**config.mk**
```make
export PLATFORM = sky130hd
export DESIGN_NAME = mlp_trainer_flat
export DESIGN_NICKNAME = d
export VERILOG_FILES = /design/src/rtl/mlp_pkg.sv /design/src/rtl/mlp_trainer_if.sv /design/src/rtl/mlp_trainer_mac_unit.sv /design/src/rtl/mlp_trainer.sv /design/src/flat_wrapper.sv
export SDC_FILE = /design/constraint.sdc
export NUM_CORES = 2
export LEC_CHECK = 0
export CAP_MARGIN = 20
export CELL_PAD_IN_SITES_DETAIL_PLACEMENT = 1
export CELL_PAD_IN_SITES_GLOBAL_PLACEMENT = 1
export CORE_ASPECT_RATIO = 0.5
export CORE_MARGIN = 2
export CORE_UTILIZATION = 50
export CTS_BUF_LIST = sky130_fd_sc_hd__clkbuf_16
export DETAILED_ROUTE_END_ITERATION = 8
export GPL_TIMING_DRIVEN = 0
export PLACE_DENSITY_LB_ADDON = 0.05
export SLEW_MARGIN = 10
export SYNTH_ARGS = -nofsm -noshare
export SYNTH_HDL_FRONTEND = slang
export SYNTH_SLANG_ARGS = --single-unit
```
**constraint.sdc**
```tcl
create_clock -name clk_i -period 25.4 [get_ports clk_i]
set_input_delay 7.62 -clock clk_i [delete_from_list [all_inputs] [get_ports clk_i]]
set_output_delay 7.62 -clock clk_i [all_outputs]
set_load 0.005 [all_outputs]
```
**src/rtl/mlp_pkg.sv**
```systemverilog
// Shared types and arithmetic helpers for the time-multiplexed perceptron trainer.
package mlp_pkg;

  typedef enum logic [2:0] {IDLE, FWD_HID, FWD_OUT, LOSS, UPDATE, DONE} state_e;

  function automatic int idx_w(input int n);
    return (n > 1) ? $clog2(n) : 1;
  endfunction

  function automatic int out_w(input int hid_w, input int ww, input int n_hid);
    return hid_w + ww + $clog2(n_hid) + 1;
  endfunction

  function automatic int max_w(input int a, input int b);
    return (a > b) ? a : b;
  endfunction

  // Clamp to the two's-complement range of a ww-bit weight.
  function automatic logic signed [63:0] sat_w(input logic signed [63:0] v, input int ww);
    logic signed [63:0] hi, lo;
    hi = (64'sd1 <<< (ww - 1)) - 64'sd1;
    lo = -(64'sd1 <<< (ww - 1));
    if (v > hi) return hi;
    if (v < lo) return lo;
    return v;
  endfunction

  function automatic logic signed [63:0] relu_sat(input logic signed [63:0] v, input int hid_w);
    logic signed [63:0] hi;
    hi = (64'sd1 <<< hid_w) - 64'sd1;
    if (v < 64'sd0) return 64'sd0;
    if (v > hi) return hi;
    return v;
  endfunction

endpackage

```
**src/rtl/mlp_trainer_if.sv**
```systemverilog
// Pass handshake, weight write port and result bus of mlp_trainer.
interface mlp_trainer_if #(
  parameter int N_IN  = 4,
  parameter int N_HID = 8,
  parameter int XW    = 4,
  parameter int WW    = 8,
  parameter int HID_W = 10
);
  localparam int OW = mlp_pkg::out_w(HID_W, WW, N_HID);
  localparam int HW = mlp_pkg::idx_w(N_HID);
  localparam int IW = mlp_pkg::idx_w(N_IN);

  logic                   start_i;
  logic                   train_i;
  logic [N_IN*XW-1:0]     x_i;
  logic signed [OW-1:0]   target_i;
  logic                   wr_en_i;
  logic                   wr_sel_i;
  logic [HW-1:0]          wr_hid_i;
  logic [IW-1:0]          wr_in_i;
  logic signed [WW-1:0]   wr_data_i;
  logic                   busy_o;
  logic                   done_o;
  logic signed [OW-1:0]   final_o;
  logic signed [OW:0]     err_o;

  modport master (
    output start_i, train_i, x_i, target_i, wr_en_i, wr_sel_i, wr_hid_i, wr_in_i, wr_data_i,
    input  busy_o, done_o, final_o, err_o
  );

  modport slave (
    input  start_i, train_i, x_i, target_i, wr_en_i, wr_sel_i, wr_hid_i, wr_in_i, wr_data_i,
    output busy_o, done_o, final_o, err_o
  );
endinterface

```
**src/rtl/mlp_trainer_mac_unit.sv**
```systemverilog
// Signed multiply-accumulate; sum_o is the value the accumulator takes on an enabled edge.
module mac_unit #(
  parameter int AW   = 11,
  parameter int BW   = 23,
  parameter int ACCW = 34
) (
  input  logic                   clk_i,
  input  logic                   rst_i,
  input  logic                   clr_i,
  input  logic                   en_i,
  input  logic signed [AW-1:0]   a_i,
  input  logic signed [BW-1:0]   b_i,
  output logic signed [ACCW-1:0] sum_o
);
  logic signed [ACCW-1:0] acc_q, a_ext, b_ext, base;

  assign a_ext = ACCW'(a_i);
  assign b_ext = ACCW'(b_i);
  assign base  = clr_i ? '0 : acc_q;
  assign sum_o = base + a_ext * b_ext;

  always_ff @(posedge clk_i or posedge rst_i) begin
    if (rst_i)     acc_q <= '0;
    else if (en_i) acc_q <= sum_o;
  end
endmodule

```
**src/rtl/mlp_trainer.sv**
```systemverilog
// Two-layer perceptron with one shared MAC: forward pass, loss and output-weight update.
module mlp_trainer import mlp_pkg::*; #(
  parameter int N_IN     = 4,
  parameter int N_HID    = 8,
  parameter int XW       = 4,
  parameter int WW       = 8,
  parameter int HID_W    = 10,
  parameter int LR_SHIFT = 8
) (
  input  logic        clk_i,
  input  logic        rst_i,
  mlp_trainer_if.slave bus
);
  localparam int OW   = out_w(HID_W, WW, N_HID);
  localparam int EW   = OW + 1;
  localparam int HW   = idx_w(N_HID);
  localparam int IW   = idx_w(N_IN);
  localparam int AW   = max_w(XW, HID_W) + 1;
  localparam int BW   = EW;
  localparam int ACCW = AW + BW;

  state_e                state_q;
  logic [HW-1:0]         h_q;
  logic [IW-1:0]         i_q;
  logic                  train_q, busy_q, done_q;
  logic [XW-1:0]         x_q [N_IN];
  logic signed [OW-1:0]  target_q, final_q;
  logic signed [EW-1:0]  err_q;
  logic signed [WW-1:0]  wh_q [N_HID][N_IN];
  logic signed [WW-1:0]  wo_q [N_HID];
  logic [HID_W-1:0]      hid_q [N_HID];

  logic                  mac_clr, mac_en, last_i, last_h;
  logic signed [AW-1:0]  mac_a;
  logic signed [BW-1:0]  mac_b;
  logic signed [ACCW-1:0] mac_sum;
  logic [HID_W-1:0]      hid_new;
  logic signed [WW-1:0]  wo_upd;

  assign last_i  = (i_q == IW'(N_IN - 1));
  assign last_h  = (h_q == HW'(N_HID - 1));
  assign hid_new = HID_W'(relu_sat(64'(mac_sum), HID_W));
  // During UPDATE the MAC is cleared every cycle, so mac_sum is exactly err*hid[h].
  assign wo_upd  = WW'(sat_w(64'(wo_q[h_q]) - 64'(mac_sum >>> LR_SHIFT), WW));

  always_comb begin
    mac_clr = 1'b0;
    mac_en  = 1'b0;
    mac_a   = '0;
    mac_b   = '0;
    case (state_q)
      FWD_HID: begin
        mac_en  = 1'b1;
        mac_clr = (i_q == '0);
        mac_a   = signed'(AW'(x_q[i_q]));
        mac_b   = BW'(wh_q[h_q][i_q]);
      end
      FWD_OUT: begin
        mac_en  = 1'b1;
        mac_clr = (h_q == '0);
        mac_a   = signed'(AW'(hid_q[h_q]));
        mac_b   = BW'(wo_q[h_q]);
      end
      UPDATE: begin
        mac_en  = 1'b1;
        mac_clr = 1'b1;
        mac_a   = signed'(AW'(hid_q[h_q]));
        mac_b   = err_q;
      end
      default: ;
    endcase
  end

  mac_unit #(.AW(AW), .BW(BW), .ACCW(ACCW)) u_mac (
    .clk_i(clk_i), .rst_i(rst_i), .clr_i(mac_clr), .en_i(mac_en),
    .a_i(mac_a), .b_i(mac_b), .sum_o(mac_sum)
  );

  always_ff @(posedge clk_i or posedge rst_i) begin
    if (rst_i) begin
      state_q  <= IDLE;
      h_q      <= '0;
      i_q      <= '0;
      train_q  <= 1'b0;
      busy_q   <= 1'b0;
      done_q   <= 1'b0;
      target_q <= '0;
      final_q  <= '0;
      err_q    <= '0;
      for (int i = 0; i < N_IN; i++) x_q[i] <= '0;
      for (int h = 0; h < N_HID; h++) begin
        wo_q[h]  <= WW'(h + 1);
        hid_q[h] <= '0;
        for (int i = 0; i < N_IN; i++) wh_q[h][i] <= WW'(i + 1);
      end
    end else begin
      case (state_q)
        IDLE: begin
          if (bus.wr_en_i) begin
            if (bus.wr_sel_i) wo_q[bus.wr_hid_i] <= bus.wr_data_i;
            else              wh_q[bus.wr_hid_i][bus.wr_in_i] <= bus.wr_data_i;
          end
          if (bus.start_i) begin
            for (int i = 0; i < N_IN; i++) x_q[i] <= bus.x_i[i*XW +: XW];
            target_q <= bus.target_i;
            train_q  <= bus.train_i;
            h_q      <= '0;
            i_q      <= '0;
            busy_q   <= 1'b1;
            state_q  <= FWD_HID;
          end
        end
        FWD_HID: begin
          if (last_i) begin
            hid_q[h_q] <= hid_new;
            i_q        <= '0;
            if (last_h) begin
              h_q     <= '0;
              state_q <= FWD_OUT;
            end else begin
              h_q <= h_q + HW'(1);
            end
          end else begin
            i_q <= i_q + IW'(1);
          end
        end
        FWD_OUT: begin
          if (last_h) begin
            final_q <= OW'(mac_sum);
            h_q     <= '0;
            state_q <= LOSS;
          end else begin
            h_q <= h_q + HW'(1);
          end
        end
        LOSS: begin
          err_q <= EW'(final_q) - EW'(target_q);
          if (train_q) begin
            state_q <= UPDATE;
          end else begin
            busy_q  <= 1'b0;
            done_q  <= 1'b1;
            state_q <= DONE;
          end
        end
        UPDATE: begin
          wo_q[h_q] <= wo_upd;
          if (last_h) begin
            h_q     <= '0;
            busy_q  <= 1'b0;
            done_q  <= 1'b1;
            state_q <= DONE;
          end else begin
            h_q <= h_q + HW'(1);
          end
        end
        DONE: begin
          done_q  <= 1'b0;
          state_q <= IDLE;
        end
        default: state_q <= IDLE;
      endcase
    end
  end

  assign bus.busy_o  = busy_q;
  assign bus.done_o  = done_q;
  assign bus.final_o = final_q;
  assign bus.err_o   = err_q;
endmodule

```
**src/flat_wrapper.sv**
```systemverilog
// flat-port wrapper written by rule: the top's interface ports become plain ports
module mlp_trainer_flat import mlp_pkg::*;
#(
  parameter int N_IN     = 4,
  parameter int N_HID    = 8,
  parameter int XW       = 4,
  parameter int WW       = 8,
  parameter int HID_W    = 10,
  parameter int LR_SHIFT = 8
)
  (clk_i, rst_i, bus_start_i, bus_train_i, bus_x_i, bus_target_i, bus_wr_en_i, bus_wr_sel_i, bus_wr_hid_i, bus_wr_in_i, bus_wr_data_i, bus_busy_o, bus_done_o, bus_final_o, bus_err_o);
  mlp_trainer_if #(.N_IN(N_IN), .N_HID(N_HID), .XW(XW), .WW(WW), .HID_W(HID_W)) bus_i ();
  input  logic clk_i;
  input  logic rst_i;
  input wire logic [$bits(bus_i.start_i)-1:0] bus_start_i;
  input wire logic [$bits(bus_i.train_i)-1:0] bus_train_i;
  input wire logic [$bits(bus_i.x_i)-1:0] bus_x_i;
  input wire logic [$bits(bus_i.target_i)-1:0] bus_target_i;
  input wire logic [$bits(bus_i.wr_en_i)-1:0] bus_wr_en_i;
  input wire logic [$bits(bus_i.wr_sel_i)-1:0] bus_wr_sel_i;
  input wire logic [$bits(bus_i.wr_hid_i)-1:0] bus_wr_hid_i;
  input wire logic [$bits(bus_i.wr_in_i)-1:0] bus_wr_in_i;
  input wire logic [$bits(bus_i.wr_data_i)-1:0] bus_wr_data_i;
  output wire logic [$bits(bus_i.busy_o)-1:0] bus_busy_o;
  output wire logic [$bits(bus_i.done_o)-1:0] bus_done_o;
  output wire logic [$bits(bus_i.final_o)-1:0] bus_final_o;
  output wire logic [$bits(bus_i.err_o)-1:0] bus_err_o;
  assign bus_i.start_i = bus_start_i;
  assign bus_i.train_i = bus_train_i;
  assign bus_i.x_i = bus_x_i;
  assign bus_i.target_i = bus_target_i;
  assign bus_i.wr_en_i = bus_wr_en_i;
  assign bus_i.wr_sel_i = bus_wr_sel_i;
  assign bus_i.wr_hid_i = bus_wr_hid_i;
  assign bus_i.wr_in_i = bus_wr_in_i;
  assign bus_i.wr_data_i = bus_wr_data_i;
  assign bus_busy_o = bus_i.busy_o;
  assign bus_done_o = bus_i.done_o;
  assign bus_final_o = bus_i.final_o;
  assign bus_err_o = bus_i.err_o;
  mlp_trainer #(.N_IN(N_IN), .N_HID(N_HID), .XW(XW), .WW(WW), .HID_W(HID_W), .LR_SHIFT(LR_SHIFT)) u_core (.clk_i(clk_i), .rst_i(rst_i), .bus(bus_i));
endmodule
```
# After elaboration in Yosys (flattened, before gate mapping)
# Index checks and enable logic that the tools add are counted.
# word_totals
ff_bits	528
out_inout_bits	47
elab_cells	194
# op_classes
add_sub_neg	5
multipliers	1
order_cmp	11
eq_ne	15
n_mux	72
bitwise	5
reduce_logical	23
# op_table
op	n
$bwmux 256	1
$bwmux 64	2
$mux 64	2
$pmux 64 s2	1
$bmux 32 s3	1
$demux 32 s3	1
$mux 32	3
$mux 8	11
$bwmux 80	1
$mux 10	7
$pmux 23 s3	1
$demux 8 s3	2
$add 34x34->34	1
$gt 34x11->1 const B	1
$lt 34x1->1 const B	1
$mul 11x23->34	1
$mux 34	1
$bmux 10 s3	1
$demux 10 s3	1
$gt 27x8->1 const B	1
$lt 27x8->1 const B	1
$sub 8x26->27	1
$bmux 8 s3	1
$mux 3	8
other kinds (38)	80

# Depth between registers and ports, before layout
# depth
ltp_word	18
mapped_depth	50

# Hierarchy
# A second synthesis with hierarchy kept.
# unflattened
hier_cells	3625
area_unflattened_um2	36799.0
# by_module_without_submodules
module	instances	cells_each	area_per_inst_um2
mlp_trainer	1	2354	25259.2
mac_unit	1	1271	11539.8

# Worst setup path after synthesis
# Ideal clock, no wire load.
# synth_path
kind	register to register
from	reg u_core.h_q[1]
to	reg u_core.wo_q[0] in the netlist's numbering
setup_time_ns	0.135
arrival_time_ns	11.146
required_ns	25.265
slack_ns	14.118
path_stages_with_launch	47
cell_sequence	dfrtp_1 -> clkbuf_1 -> buf_1 -> clkbuf_1 -> clkbuf_1 -> nand3_1 -> a31oi_1 -> a21oi_1 -> o32ai_1 -> a31oi_1 -> nor2_1 -> a31oi_1 -> o22ai_1 -> nand2_1 -> fa_1 -> inv_1 -> fa_1 -> inv_1 -> [... 11 more ...] -> a21boi_0 -> nor2_1 -> nor2b_1 -> o21a_1 -> o311ai_0 -> ha_1 -> and3_1 -> o21ai_0 -> a211oi_1 -> o31ai_1 -> or4_1 -> a21o_1 -> a2111oi_2 -> o2111ai_1 -> nor4_1 -> nand4_2 -> nor2_1 -> o31ai_1
# synth_between
elab_chain_cells	18
# synth_rtl
item	line	rtl
start: declaration	mlp_trainer.sv:23	logic [HW-1:0] h_q;
start signal: assignment	mlp_trainer.sv:121	h_q <= h_q + HW'(1);
start signal: assignment	mlp_trainer.sv:133	h_q <= h_q + HW'(1);
start signal: assignment	mlp_trainer.sv:154	h_q <= h_q + HW'(1);
$not 3->4 (not written as such)	--	
$bmux 32 s3	mlp_trainer.sv:56	mac_b = BW'(wh_q[h_q][i_q]);
$mux 32 (not written as such) (2 in series)	mlp_trainer.sv:56	
$bmux 8 s2	mlp_trainer.sv:56	
$mux 8 (not written as such) (2 in series)	mlp_trainer.sv:56	
$pmux 23 s3	mlp_trainer.sv:51	case (state_q)
$mul 11x23->34	mlp_trainer_mac_unit.sv:20	assign sum_o = base + a_ext * b_ext;
$add 34x34->34	mlp_trainer_mac_unit.sv:20	
$sub 8x26->27	mlp_trainer.sv:44	assign wo_upd = WW'(sat_w(64'(wo_q[h_q]) - 64'(mac_sum >>> LR_SHIFT), WW));
$lt 27x8->1	mlp_pkg.sv:24	if (v < lo) return lo;
$mux 1 (2 in series)	mlp_pkg.sv:24	
$mux 8	mlp_pkg.sv:25	return v;
$mux 8	mlp_pkg.sv:24	
$bwmux 64 *	mlp_trainer.sv:147	wo_q[h_q] <= wo_upd;
$pmux 64 s2 *	mlp_trainer.sv:97	case (state_q)
end signal: indexed assignment	mlp_trainer.sv:92	wo_q[h] <= WW'(h + 1);
end signal: indexed assignment	mlp_trainer.sv:100	if (bus.wr_sel_i) wo_q[bus.wr_hid_i] <= bus.wr_data_i;
end signal: indexed assignment	mlp_trainer.sv:147	
end: declaration	mlp_trainer.sv:30	logic signed [WW-1:0] wo_q [N_HID];
# Mark *: on every way between the ends. The rest lies on a longest branch, timed or not. The select of a mux whose other input is x is not followed.
# A chain may end at the register's enable or synchronous reset.

# Worst setup path in the final report
# layout_path
from	reg u_core.h_q[0]
to	reg u_core.wo_q[61] in the netlist's numbering
# The elaborated chain is that of the path after synthesis.

==> results.cfg <==
[sta]
rsz0062_at_grt = no
post-route-period-util = 0.633
drv_slew = 0
tightest_slew_ns = 1.33
finClkSkew_ns = 0.0431
max_slew_margin = 0.113
final_hold_viol_count = 0
max_freq_ghz = 0.0622
period_minus_slack_ns = 16.07
finalSetupViolations = 0

[clocking]
cts_setup_buffers = 0
clock-sinks = 528
cts-root-buf = clkbuf_16
ctsResizeCount = 0
cts_tree = yes
clk_pin_slew_worst_paths_ns = 0.06
htreeDepth = 2
postCtsHoldBufs = 0
clockBufferDepth = 3
clkLatencyLatePin_ns = 0.66
numCtsBuffers = 52

[final_layout]
layout.nets = 4255
design_area_um2 = 40600
syn2layout_area_growth_pct = 12.3
layout-drive-gt1-share = 0.149
n_fill_cell = 7922
n_antenna_cell = 0

[placement]
placed_cell_area_um2 = 38900
dpl.hpwl_mm = 101
io_buffers = 99
gp_congestion = 0.937

[worst_setup_path]
r2r_start = u_core.h_q[0]
slowest_delay_ns = 1.02
critPathArrivalTime_ns = 16.59
path_class = flip-flop to flip-flop
r2r-end = u_core.wo_q[61]
worstRegToRegCells = 46
path_max_fanout = 16
start_kind = flip-flop
cp-end-kind = flip-flop
reg2reg_setup_slack_ns = 9.33
cp_common_cell = inv_1
cp_data_required_time_ns = 25.92
slowest_stage = nor2_1

[die]
ios = 104
die_h_um = 194
die_w_um = 384
initial_utilization = 0.507
rows = 69
coreArea_um2 = 71300
die_area_um2 = 74600

[hold_path]
worstHoldStart = u_core.u_mac.acc_q[0]
whs_path_depth = 2
min_path_type = flip-flop to flip-flop
hold_path_end = u_core.u_mac.acc_q[0]

[yosys]
synthDominantCellAreaShare = 0.329
synth_warnings = 0
synth_nets = 4056
syn_inst = 3646
avgSynthCellArea_um2 = 9.92
synth-edff-count = 0
async_flop_share = 1.00
ys_seq_area_frac = 0.367
yosysTopAreaCell = dfrtp_1
netlist_area_um2 = 36200
ys_ff_latch = 528
synth_flop_cell = dfrtp_1
synth_cell_type_count = 89
synth_area_leaders = dfrtp_1, fa_1, mux2_2

[drt]
vias = 30500
drt_iter0_drc = 2561
drt_wl_total_mm = 135
wl_per_cell_um = 27.9
drt_pass1_iterations = 6
drtAntennaViolNets = 0
drc = 0
via_per_inst = 6.29

[global_route]
grt_usage = 0.369
grt-ovfl-total = 0
grt_start_max_net_pins = 120
first_global_vias = 32600
antenna_found_initial = 4
grt_pass1_wl_mm = 207

[outcome]
outcome = finished clean

[job]
maxCapViolations = 0
## cell usage after synthesis (all sizes together), types with 8 or more instances
library cell    n
a21o           34
a22oi         151
nor2b          66
fa            236
or3            12
mux2i          26
o21a           15
nand4          27
nand2b         11
a221oi         24
a21oi         116
buf            35
a211oi         16
ha            117
nand3          34
nor3           49
nand2         520
mux2          308
dfrtp         475
inv           350
a221o          11
dfstp          53
a31oi          23
o211ai         21
or2            17
xor2           23
o21ai         232
xnor2          34
o22ai           9
mux4           15
o31ai          69
and3           23
a22o            8
nor2          146
clkbuf        175
and2           52
## how the worst max path moves through the flow
stage | start | endpoint | slack [ns] | cells after the start
after global routing | u_core.h_q[0] | u_core.wo_q[61] | 8.83 | 46
final | u_core.h_q[0] | u_core.wo_q[61] | 9.33 | 46
after detailed placement | u_core.h_q[0] | u_core.wo_q[37] | 9.91 | 45
after CTS | u_core.h_q[0] | u_core.wo_q[61] | 9.78 | 46
after floorplan | rst_i | u_core.bus.busy_o | 3.11 | 1
after global placement | rst_i | u_core.u_mac.acc_q[26] | -3.29 | 2
## worst max-delay path: cells and delay by family (launching register included)
family | cells | cell delay, ns
compound gates | 20 | 5.14
fa+ha+maj | 7 | 3.37
buf+inv | 12 | 3.33
simple gates | 6 | 2.72
xor+xnor | 1 | 0.78
flops | 1 | 0.51
## through the flow
stage	std cells	utilization	setup TNS [ns]	hold WS, ns	worst slack (ns)
floorplan	3646	-	0	0.430	3.11
global placement	4703	0.538	-1523.23	0.445	-3.29
detailed placement	4745	0.545	0	0.457	9.91
CTS	4841	0.569	0	0.466	9.78
global route	4845	0.570	0	0.488	8.83
finish	4845	0.570	0	0.467	9.33
## layout by cell type, fill, tap and decap left out, types with 20 or more instances in the layout
master / instances
nand2_1: 520
mux2i_1: 26
o31ai_1: 67
clkbuf_16: 52
nand4_1: 26
a31oi_1: 23
xnor2_1: 34
ha_1: 117
clkbuf_1: 175
clkdlybuf4s50_1: 99
buf_6: 25
o211ai_1: 20
a22oi_1: 151
and3_1: 22
mux2_2: 308
nor3_1: 34
a21o_1: 34
dfstp_2: 53
and2_1: 52
nand3_1: 33
dfrtp_1: 475
fa_1: 236
inv_1: 356
nor2_1: 136
buf_4: 20
a221oi_1: 24
o21ai_0: 219
a21oi_1: 115
nor2b_1: 66
xor2_1: 23
## metal layers
layer	routed length, um	GRT usage	share of wire	vias to the layer above
li1	-	-	-	12900
met1	57000	0.502	0.42	15900
met2	62300	0.589	0.46	1161
met3	9310	0.0573	0.069	400
met4	6710	0.158	0.050	6
met5	46	0	0.00034	-
## final cells by class
class                   instances  area, um^2  area share
clock inverters                44         387     0.00952
flip-flops and latches        528       13300       0.327
inverters                     351        1330      0.0326
clock buffers                  52        1300      0.0320
well taps                     958        1200      0.0295
multi-input cells            2557       20800       0.512
repair buffers                145        1470      0.0362
plain buffers                 210         856      0.0211
## registers in the layout (all words and copies together) (netlist names), 16 cells and up
name                count
u_core.x_q             16
u_core.target_q        22
u_core.bus.err_o       23
u_core.bus.final_o     22
u_core.wo_q            64
u_core.wh_q           256
u_core.u_mac.acc_q     34
u_core.hid_q           80
## cells by family (layout without fill, tap and decap cells)
logic type / Yosys count / count (layout) / share of synthesized area
buf+inv: 561 / 802 / 0.0601
fa+ha+maj: 355 / 355 / 0.172
compound gates: 804 / 804 / 0.148
mux: 349 / 349 / 0.112
simple gates: 992 / 992 / 0.127
xor+xnor: 57 / 57 / 0.0138
flops: 528 / 528 / 0.367
Power is left out: the tool's default activity adds up to more than one toggle a clock period on the data nets, which glitch-free logic cannot reach.
